<file path="config.mk">
export PLATFORM = sky130hd
export DESIGN_NAME = dot_scan_driver
export DESIGN_NICKNAME = d
export VERILOG_FILES = /design/src/rtl/dot_scan_driver.sv
export SDC_FILE = /design/constraint.sdc
export NUM_CORES = 1
export LEC_CHECK = 0
export BUFFER_PORTS_ARGS = -buffer_cell sky130_fd_sc_hd__buf_2
export CORE_MARGIN = 4
export CORE_UTILIZATION = 50
export DETAILED_ROUTE_END_ITERATION = 10
export HOLD_SLACK_MARGIN = 0.06
export PLACE_DENSITY = 0.74
export REMOVE_ABC_BUFFERS = 1
export SYNTH_ARGS = -nofsm -noshare
export SYNTH_HDL_FRONTEND = slang
export SYNTH_SLANG_ARGS = --single-unit
</file>
<file path="constraint.sdc">
create_clock -name clock -period 2.4 [get_ports clock]
set_input_delay 0.36 -clock clock [delete_from_list [all_inputs] [get_ports clock]]
set_output_delay 0.36 -clock clock [all_outputs]
set_load 0.02 [all_outputs]
</file>
<file path="src/rtl/dot_scan_driver.sv">
// Row-scanning driver for an 8x8 dot matrix: one row lit per SCAN_DIV cycles.
// Define DOT_BLANK_EN to add BLANK_CYCLES dark cycles after every row.
module dot_scan_driver #(
    parameter int SCAN_DIV     = 2500,
    parameter int BLANK_CYCLES = 2
) (
    input  logic       clock,
    input  logic       reset,
    input  logic       enable,
    input  logic [7:0] col_data,
    output logic [2:0] row_count,
    output logic [7:0] dot_row,
    output logic [7:0] dot_col,
    output logic       frame_done
);

    localparam int PW = (SCAN_DIV > 1) ? $clog2(SCAN_DIV) : 1;
    localparam logic [PW-1:0] PRE_LAST = PW'(SCAN_DIV - 1);

    if (SCAN_DIV < 1 || BLANK_CYCLES < 1) begin : g_param_check
        $error("dot_scan_driver: SCAN_DIV and BLANK_CYCLES must be >= 1");
    end

    typedef enum logic [1:0] {
        IDLE  = 2'd0,
        LOAD  = 2'd1,
        SHOW  = 2'd2
`ifdef DOT_BLANK_EN
        ,
        BLANK = 2'd3
`endif
    } state_t;

    state_t        state_q, state_d;
    logic [2:0]    row_q, row_d;
    logic [PW-1:0] pre_q, pre_d;
    logic [7:0]    drow_q, drow_d;
    logic [7:0]    dcol_q, dcol_d;

`ifdef DOT_BLANK_EN
    localparam int BW = (BLANK_CYCLES > 1) ? $clog2(BLANK_CYCLES) : 1;
    localparam logic [BW-1:0] BLK_LAST = BW'(BLANK_CYCLES - 1);

    logic [BW-1:0] blk_q, blk_d;
`endif

    always_comb begin
        state_d = state_q;
        row_d   = row_q;
        pre_d   = pre_q;
        drow_d  = 8'hFF;
        dcol_d  = 8'h00;
`ifdef DOT_BLANK_EN
        blk_d   = blk_q;
`endif
        case (state_q)
            IDLE: begin
                row_d = 3'd0;
                pre_d = '0;
                if (enable) state_d = LOAD;
            end
            LOAD: begin
                state_d = SHOW;
                pre_d   = '0;
                drow_d  = ~(8'b1 << row_q);
                dcol_d  = col_data;
            end
            SHOW: begin
                drow_d = drow_q;
                dcol_d = dcol_q;
                if (pre_q == PRE_LAST) begin
                    drow_d = 8'hFF;
                    dcol_d = 8'h00;
`ifdef DOT_BLANK_EN
                    state_d = BLANK;
                    blk_d   = '0;
`else
                    state_d = LOAD;
                    row_d   = row_q + 3'd1;
`endif
                end else begin
                    pre_d = pre_q + PW'(1);
                end
            end
`ifdef DOT_BLANK_EN
            BLANK: begin
                if (blk_q == BLK_LAST) begin
                    state_d = LOAD;
                    row_d   = row_q + 3'd1;
                end else begin
                    blk_d = blk_q + BW'(1);
                end
            end
`endif
            default: state_d = IDLE;
        endcase
        // Dropping enable abandons the frame; the next run restarts at row 0.
        if (!enable) begin
            state_d = IDLE;
            row_d   = 3'd0;
            pre_d   = '0;
            drow_d  = 8'hFF;
            dcol_d  = 8'h00;
`ifdef DOT_BLANK_EN
            blk_d   = '0;
`endif
        end
    end

    always_ff @(posedge clock) begin
        if (reset) begin
            state_q <= IDLE;
            row_q   <= 3'd0;
            pre_q   <= '0;
            drow_q  <= 8'hFF;
            dcol_q  <= 8'h00;
`ifdef DOT_BLANK_EN
            blk_q   <= '0;
`endif
        end else begin
            state_q <= state_d;
            row_q   <= row_d;
            pre_q   <= pre_d;
            drow_q  <= drow_d;
            dcol_q  <= dcol_d;
`ifdef DOT_BLANK_EN
            blk_q   <= blk_d;
`endif
        end
    end

    assign row_count  = row_q;
    assign dot_row    = drow_q;
    assign dot_col    = dcol_q;
    assign frame_done = (state_q == LOAD) && (row_q == 3'd0);

endmodule

</file>
**Word level (Yosys, flattened, before mapping)**

Cells that the tools add are included.
W data, S select, Z words.

- Add/subtract/negate cells: 2
- Eq/ne operators: 5
- Shift operators: 1
- Mux-type cells: 10
- Bitwise gates (word level): 2
- Reductions and logical operators: 9

Operators with widths:

| cell | number |
|---|---|
| $pmux W8 S2 | 2 |
| $pmux W12 S2 | 1 |
| $mux W8 | 2 |
| $add A12 B1 Y12 const B | 1 |
| $eq A12 B12 Y1 const B | 1 |
| $mux W12 | 1 |
| $not A8 Y8 | 1 |
| $shl A1 B3 Y8 const A | 1 |
| $pmux W2 S3 | 1 |
| $pmux W3 S2 | 1 |
| $ne A2 B2 Y1 const B | 2 |
| $reduce_and A2 Y1 | 2 |
| $reduce_bool A2 Y1 | 2 |
| $reduce_or A2 Y1 | 2 |
| $add A3 B1 Y3 const B | 1 |
| $logic_not A3 Y1 | 1 |
| $mux W3 | 1 |
| $eq A2 B1 Y1 const B | 1 |
| $eq A2 B2 Y1 const B | 1 |
| $logic_not A2 Y1 | 1 |
| $mux W2 | 1 |
| $logic_and A1 B1 Y1 | 1 |
| $not A1 Y1 | 1 |

- Flip-flop bits (word level): 33
- Output and inout bits: 20
- Word-level logic and storage cells: 34

**Depth between registers and ports, before layout**

Gate-level depths: netlist (run 1).

- Word-level depth: 4
- Gate-level depth with buffers: 6

**Worst setup path after synthesis (run 1)**

OpenSTA, ideal clock, no wires.

- Path kind: register -> output
- Start point: register state_q[0]
- End point: output frame_done
- Arrival time: 1.374 ns
- Required time: 2.040 ns
- Path slack: 0.666 ns
- Stages on the path, launching flop included: 3
- Buffers on the path: 1
- Path through: dfxtp_1 buf_2 nor4bb_1

- Cells in the longest elaborated chain, start to end: 2

Ends and longest elaborated chain:

| element | line | RTL |
|---|---|---|
| start: declaration | 34 | `state_t state_q, state_d;` |
| start signal: assignment | 121 | `state_q <= state_d;` |
| $eq A2 B1 Y1 | 135 | `assign frame_done = (state_q == LOAD) && (row_q == 3'd0);` |
| $logic_and A1 B1 Y1 | 135 |  |
| end: declaration | 14 | `output logic frame_done` |

Every way passes these cells.

**Worst setup path in the final report (run 1)**

Ends and elaborated chain as after synthesis.

==> results.py, run 1 <==
metrics = {
    "status": {
        "status": "completed",
    },
    "critical_path": {
        "crit_chain": "nor4bb_1 -> buf_2",
        "worstPathRequired_ns": 2.04,
        "worst_setup_path_end_kind": "output port",
        "cp.arrival_ns": 1.57,
        "worstPathMaxFanout": 16,
        "start_kind": "register",
        "critPathBufInv": 1,
        "critical_path.slowest_cell": "dfxtp_1",
        "critPathTopFamily": "flip-flops",
        "crit_type": "reg -> out",
        "cp_slowest_stage_delay_ns": 0.71,
    },
    "route": {
        "wl_per_cell_um": 13.69,
        "drtPass1Iterations": 4,
        "drt_iter0_drc": 44,
        "vias": 1121,
        "drc": 0,
        "drt_wl_total_mm": 2.724,
        "avgViaCountPerCell": 5.633,
        "ant_nets": 0,
    },
    "cts": {
        "htreeDepth": 2,
        "hold_buffers": 0,
        "clk_path_buf_depth": 2,
        "path_clk_slew_ns": 0.11,
        "insertion_delay_ns": 0.33,
        "ctsResizeCount": 0,
        "root_buffer": "clkbuf_4",
        "cts_num_sinks": 33,
        "tritoncts": "built",
        "cts_buffers": 5,
        "post-cts-setup-buffers": 0,
    },
    "timing": {
        "rsz0062_at_grt": "false",
        "post-route-min-period_ns": 1.934,
        "clock_skew_ns": 0.01232,
        "fin_crit_sh_pct": 80.57,
        "layout_setup_ws_ns": 0.4663,
        "fmax_ghz": 0.5171,
        "timing.final.hold_violations": 0,
        "setup-tns-final_ns": 0,
        "worst_pin_slew_ns": 0.5872,
        "setup_viol": 0,
        "slew_viol_final": 0,
        "maxSlewHeadroom_pct": 60.80,
    },
    "floorplanning": {
        "dieArea_mm2": 0.003731,
        "ios": 31,
        "rows": 18,
        "die_x_um": 61.08,
        "core_mm2": 0.002590,
        "dieHeight_um": 61.08,
        "initial_utilization_pct": 54.40,
    },
    "synth": {
        "ys_top_cells_by_count": "dfxtp_1, nor2_1, a22o_1, a2bb2oi_1, xnor2_1",
        "synth_xor_area_share_pct": 4.973,
        "synth_compound_area_share_pct": 17.14,
        "async_flop_share_pct": 0,
        "ys_seq_area_share_pct": 46.89,
        "yosys.area_share.simple_pct": 20.52,
        "ys_seq_elements": 33,
        "synth.most_common_cell": "dfxtp_1",
        "syn_area_mm2": 0.001409,
        "yosysTopAreaCell": "dfxtp_1",
        "yosys_warnings": 0,
        "synth_flop_cell": "dfxtp_1",
        "synth_edf_count": 0,
        "synth_top_area_share_pct": 46.89,
        "synthTopCellsByArea": "dfxtp_1, ha_1, a22o_1",
        "synth_fa_ha_area_share_pct": 6.217,
        "synth_top_family_by_area": "simple AND/OR/NAND/NOR gates",
        "syn_avg_cell_area_um2": 10.51,
        "synthCells": 134,
        "synth.mux.area_fraction_pct": 0.7105,
        "yosys.cell_types.count": 36,
    },
    "placement": {
        "post-place-ws_ns": 0.5815,
        "port_buffers": 30,
        "routabilityCongestion": 0.7970,
        "dp_hpwl_mm": 1.985,
    },
    "finish": {
        "area_growth_pct": 16.07,
        "fill_cells": 239,
        "drive_gt1_share_pct": 26.63,
        "num_antenna_cells": 0,
        "fin_nets": 186,
        "fin_util_pct": 63.14,
    },
    "job": {
        "cap_violations": 0,
    },
    "global_routing": {
        "grt_first_pass_wirelength_mm": 4.485,
        "antenna_found_initial": 0,
        "grtUsageTotal_pct": 16.38,
        "grt_start_max_net_pins": 17,
        "grt_pass1_vias": 1012,
        "grt.overflow.total": 0,
    },
    "power_and_ir_drop": {
        "vdd_drop_max_mv": 0.4679,
        "p_per_area_mw_per_mm2": 549.1,
        "p_leak_nw": 0.6074,
    },
    "worst_hold_path": {
        "hp-class": "in -> reg",
    },
}
==> cells by family (layout without fill, tap and decap cells) <==
logic type	Yosys count	count (layout)
adder cells (fa/ha/maj)	7	7
multiplexers	1	1
flip-flops	33	33
AO/OA/AOI/OAI	28	28
XOR/XNOR	8	8
buffers and inverters	11	46
AND/OR/NAND/NOR	46	46
==> metal layers <==
| layer | vias to the layer above | wire, µm | part of all wire, % | global-route usage (%) |
|---|---|---|---|---|
| li1 | 559 | - | - | - |
| met1 | 532 | 1248 | 46 | 21.20 |
| met2 | 23 | 1283 | 47 | 24.62 |
| met3 | 7 | 140 | 5.1 | 5.660 |
| met4 | 0 | 52 | 1.9 | 7.430 |
| met5 | - | 0 | 0 | 0 |
==> per-stage QoR <==
stage | total power, W | cell area, µm² | std cells | hold slack [ns]
floorplan | 0.0005923 | 1385 | 130 | 0.4753
global placement | 0.0006084 | 1580 | 191 | 0.4524
detailed placement | 0.0006092 | 1580 | 191 | 0.4508
CTS | 0.0009062 | 1635 | 199 | 0.2176
global route | 0.0009379 | 1635 | 199 | 0.2114
finish | 0.0008979 | 1635 | 199 | 0.2325
==> cell usage in the layout (no fill, tap or decap), types with 2 or more instances in the layout <==
master / netlist / routed
nand3_1: 4 / 4
nor4b_1: 2 / 2
ha_1: 7 / 7
nor2b_1: 2 / 2
nor3_1: 3 / 3
nand2_1: 6 / 6
nor2_1: 10 / 10
o32ai_1: 3 / 3
dfxtp_1: 33 / 33
buf_2: 1 / 30
nor3b_1: 2 / 2
nand4_1: 3 / 3
a22o_1: 8 / 8
and2_1: 2 / 2
a21oi_1: 3 / 3
inv_1: 7 / 7
clkinv_2: 0 / 2
clkbuf_4: 0 / 5
xnor2_1: 8 / 8
a2bb2oi_1: 8 / 8
nor4_1: 3 / 3
nand2b_1: 2 / 2
==> area by class of cell <==
cell class	count	area, µm²	area share, %
Clock inverter	3	17.52	1.071
Sequential cell	33	660.6	40.40
Multi-Input combinational cell	90	698.2	42.69
Inverter	7	26.28	1.607
Tap cell	30	37.54	2.295
Timing Repair Buffer	31	157.7	9.640
Clock buffer	5	37.54	2.295
==> worst reg2reg max path, stage by stage (launching register included) <==
cell and delay (ns):
dfxtp_1 0.35, ha_1 0.23, and4b_1 0.28, a31oi_4 0.29
nand3_2 0.23, a2bb2oi_1 0.20
==> state kept, by name, summed over array words and instances, names as in the netlist <==
name	count
pre_q	12
dot_col	8
dot_row	8
row_count	3
state_q	2
==> power breakdown <==
| group | total [W] | internal (W) | switching [W] |
|---|---|---|---|
| combinational | 0.0000381 | 0.0000185 | 0.0000196 |
| sequential | 0.000559 | 0.000552 | 0.00000762 |
| clock | 0.000301 | 0.000110 | 0.000190 |
==> worst paths after layout <==
| path | startpoint | to | slack [ns] | depth (start not counted) |
|---|---|---|---|---|
| setup / recovery | state_q[0] | frame_done | 0.47 | 2 |
| hold reg to reg | dot_col[0] | dot_col[0] | 0.48 | 1 |
| hold / removal | col_data[6] | dot_col[6] | 0.23 | 2 |
| setup reg to reg | pre_q[0] | dot_row[2] | 0.71 | 5 |
(Power assumes the default switching activity.)
==> inputs of run 2 (changes only) <==
Clock period 2.4 ns to 2 ns, I/O delays scaled along.
==> run 2 against run 1 <==
Compared with the run above: non-clock buffer count is 2 higher; via count up 2.6%; flip-flop and latch count unchanged; count of clock-buffer cells in the layout increased by 2; critical endpoint unchanged; largest power group unchanged.
==> results.py, run 2 (same netlist as run 1, synthesis figures left out) <==
metrics = {
    "floorplanning": {
        "core_mm2": 0.002590,
        "die_x_um": 61.08,
        "dieHeight_um": 61.08,
        "initial_utilization_pct": 54.40,
        "ios": 31,
        "dieArea_mm2": 0.003731,
        "rows": 18,
    },
    "route": {
        "wl_per_cell_um": 14.89,
        "vias": 1150,
        "avgViaCountPerCell": 5.721,
        "drt_iter0_drc": 49,
        "drtPass1Iterations": 4,
        "ant_nets": 0,
        "drt_wl_total_mm": 2.992,
        "drc": 0,
    },
    "cts": {
        "cts_num_sinks": 33,
        "insertion_delay_ns": 0.34,
        "hold_buffers": 0,
        "post-cts-setup-buffers": 0,
        "clk_path_buf_depth": 2,
        "tritoncts": "built",
        "ctsResizeCount": 0,
        "htreeDepth": 2,
        "root_buffer": "clkbuf_4",
        "cts_buffers": 5,
        "path_clk_slew_ns": 0.09,
    },
    "placement": {
        "placedInstanceArea_mm2": 0.001595,
        "routabilityCongestion": 0.8348,
        "dp_hpwl_mm": 2.282,
        "port_buffers": 30,
    },
    "global_routing": {
        "grt.overflow.total": 0,
        "grt_first_pass_wirelength_mm": 5.112,
        "grt_pass1_vias": 1101,
        "grt_start_max_net_pins": 17,
        "grtUsageTotal_pct": 18.92,
        "antenna_found_initial": 0,
    },
    "timing": {
        "fin_crit_sh_pct": 91.70,
        "slew_viol_final": 0,
        "timing.final.hold_violations": 0,
        "rsz0062_at_grt": "false",
        "clock_skew_ns": 0.01268,
        "worst_pin_slew_ns": 0.5492,
        "maxSlewHeadroom_pct": 62.87,
        "fmax_ghz": 0.5453,
        "setup_viol": 0,
        "post-route-min-period_ns": 1.834,
        "setup-tns-final_ns": 0,
    },
    "power_and_ir_drop": {
        "intPower_w": 0.0008891,
        "p_per_area_mw_per_mm2": 682.0,
        "power_frac_comb_pct": 4.2,
        "vdd_drop_max_mv": 0.5547,
        "p_sw_share_pct": 21.72,
        "power_frac_seq_pct": 59.0,
        "p_leak_nw": 0.6270,
        "clkPwrFrac_pct": 36.7,
        "p_switching_w": 0.0002466,
    },
    "finish": {
        "fin_nets": 188,
        "seq_area_um2": 660.6,
        "final_cell_mix": "dfxtp_1, buf_2, nor2_1",
        "fin_area_mm2": 0.001665,
        "num_antenna_cells": 0,
        "final_common_cell": "dfxtp_1",
        "top_register": "pre_q",
        "largest_reg_flops": 12,
        "fin_util_pct": 64.30,
        "fill_cells": 234,
        "multiInputGateArea_um2": 698.2,
        "drive_gt1_share_pct": 27.49,
        "area_growth_pct": 18.21,
    },
    "critical_path": {
        "worst_setup_path_end_kind": "output port",
        "worstPathMaxFanout": 16,
        "crit_type": "reg -> out",
        "start_kind": "register",
        "worstPathRequired_ns": 1.70,
        "cp.arrival_ns": 1.53,
    },
    "worst_hold_path": {
        "hp-class": "in -> reg",
    },
    "status": {
        "status": "completed",
    },
    "job": {
        "cap_violations": 0,
    },
}
run 2: path summary, 6_finish.rpt:
kind                                   from    endpoint  slack, ns  depth (start not counted)
worst max-delay path             state_q[0]  frame_done       0.17                          2
worst min-delay path            col_data[1]  dot_col[1]       0.19                          2
worst max register to register     pre_q[0]  dot_row[1]       0.36                          5
worst min register to register   dot_col[1]  dot_col[1]       0.47                          1
run 2: area by class of cell:
type | instances | share of cell area (%)
Sequential cell | 33 | 39.67
Clock buffer | 7 | 3.907
Tap cell | 30 | 2.254
Timing Repair Buffer | 33 | 10.37
Clock inverter | 1 | 0.3005
Inverter | 7 | 1.578
Multi-Input combinational cell | 90 | 41.92
run 2: layer usage:
layer / routed length (µm) / share of wire (%) / vias to the layer above / global-route usage [%]
met4: 48 / 1.6 / 0 / 8.050
met1: 1240 / 41 / 556 / 22.38
li1: - / - / 565 / -
met3: 175 / 5.8 / 6 / 7.547
met2: 1527 / 51 / 23 / 30.36
met5: 0 / 0 / - / 0
run 2: power by group through the flow:
stage	Clock, W	Combinational, W	Sequential (W)
final	0.000417	0.0000479	0.000671
after global routing	0.000476	0.0000525	0.000673
after floorplan	0	0.0000232	0.000688
after global placement	0	0.0000465	0.000686
after detailed placement	0	0.0000479	0.000686
after CTS	0.000431	0.0000483	0.000671
run 2: stage by stage:
step | worst slack [ns] | power [W] | cells | hold slack [ns]
finish | 0.1661 | 0.001136 | 201 | 0.1867
global route | 0.007287 | 0.001202 | 201 | 0.1608
CTS | 0.1289 | 0.001150 | 201 | 0.1735
detailed placement | 0.3755 | 0.0007337 | 193 | 0.4557
global placement | 0.4280 | 0.0007320 | 193 | 0.4524
floorplan | 0.2559 | 0.0007107 | 130 | 0.4332
run 2: worst max-delay path: stages, from the launching register on:
cell and delay, ns:
dfxtp_1 0.68, nor4bb_1 0.32, buf_2 0.20
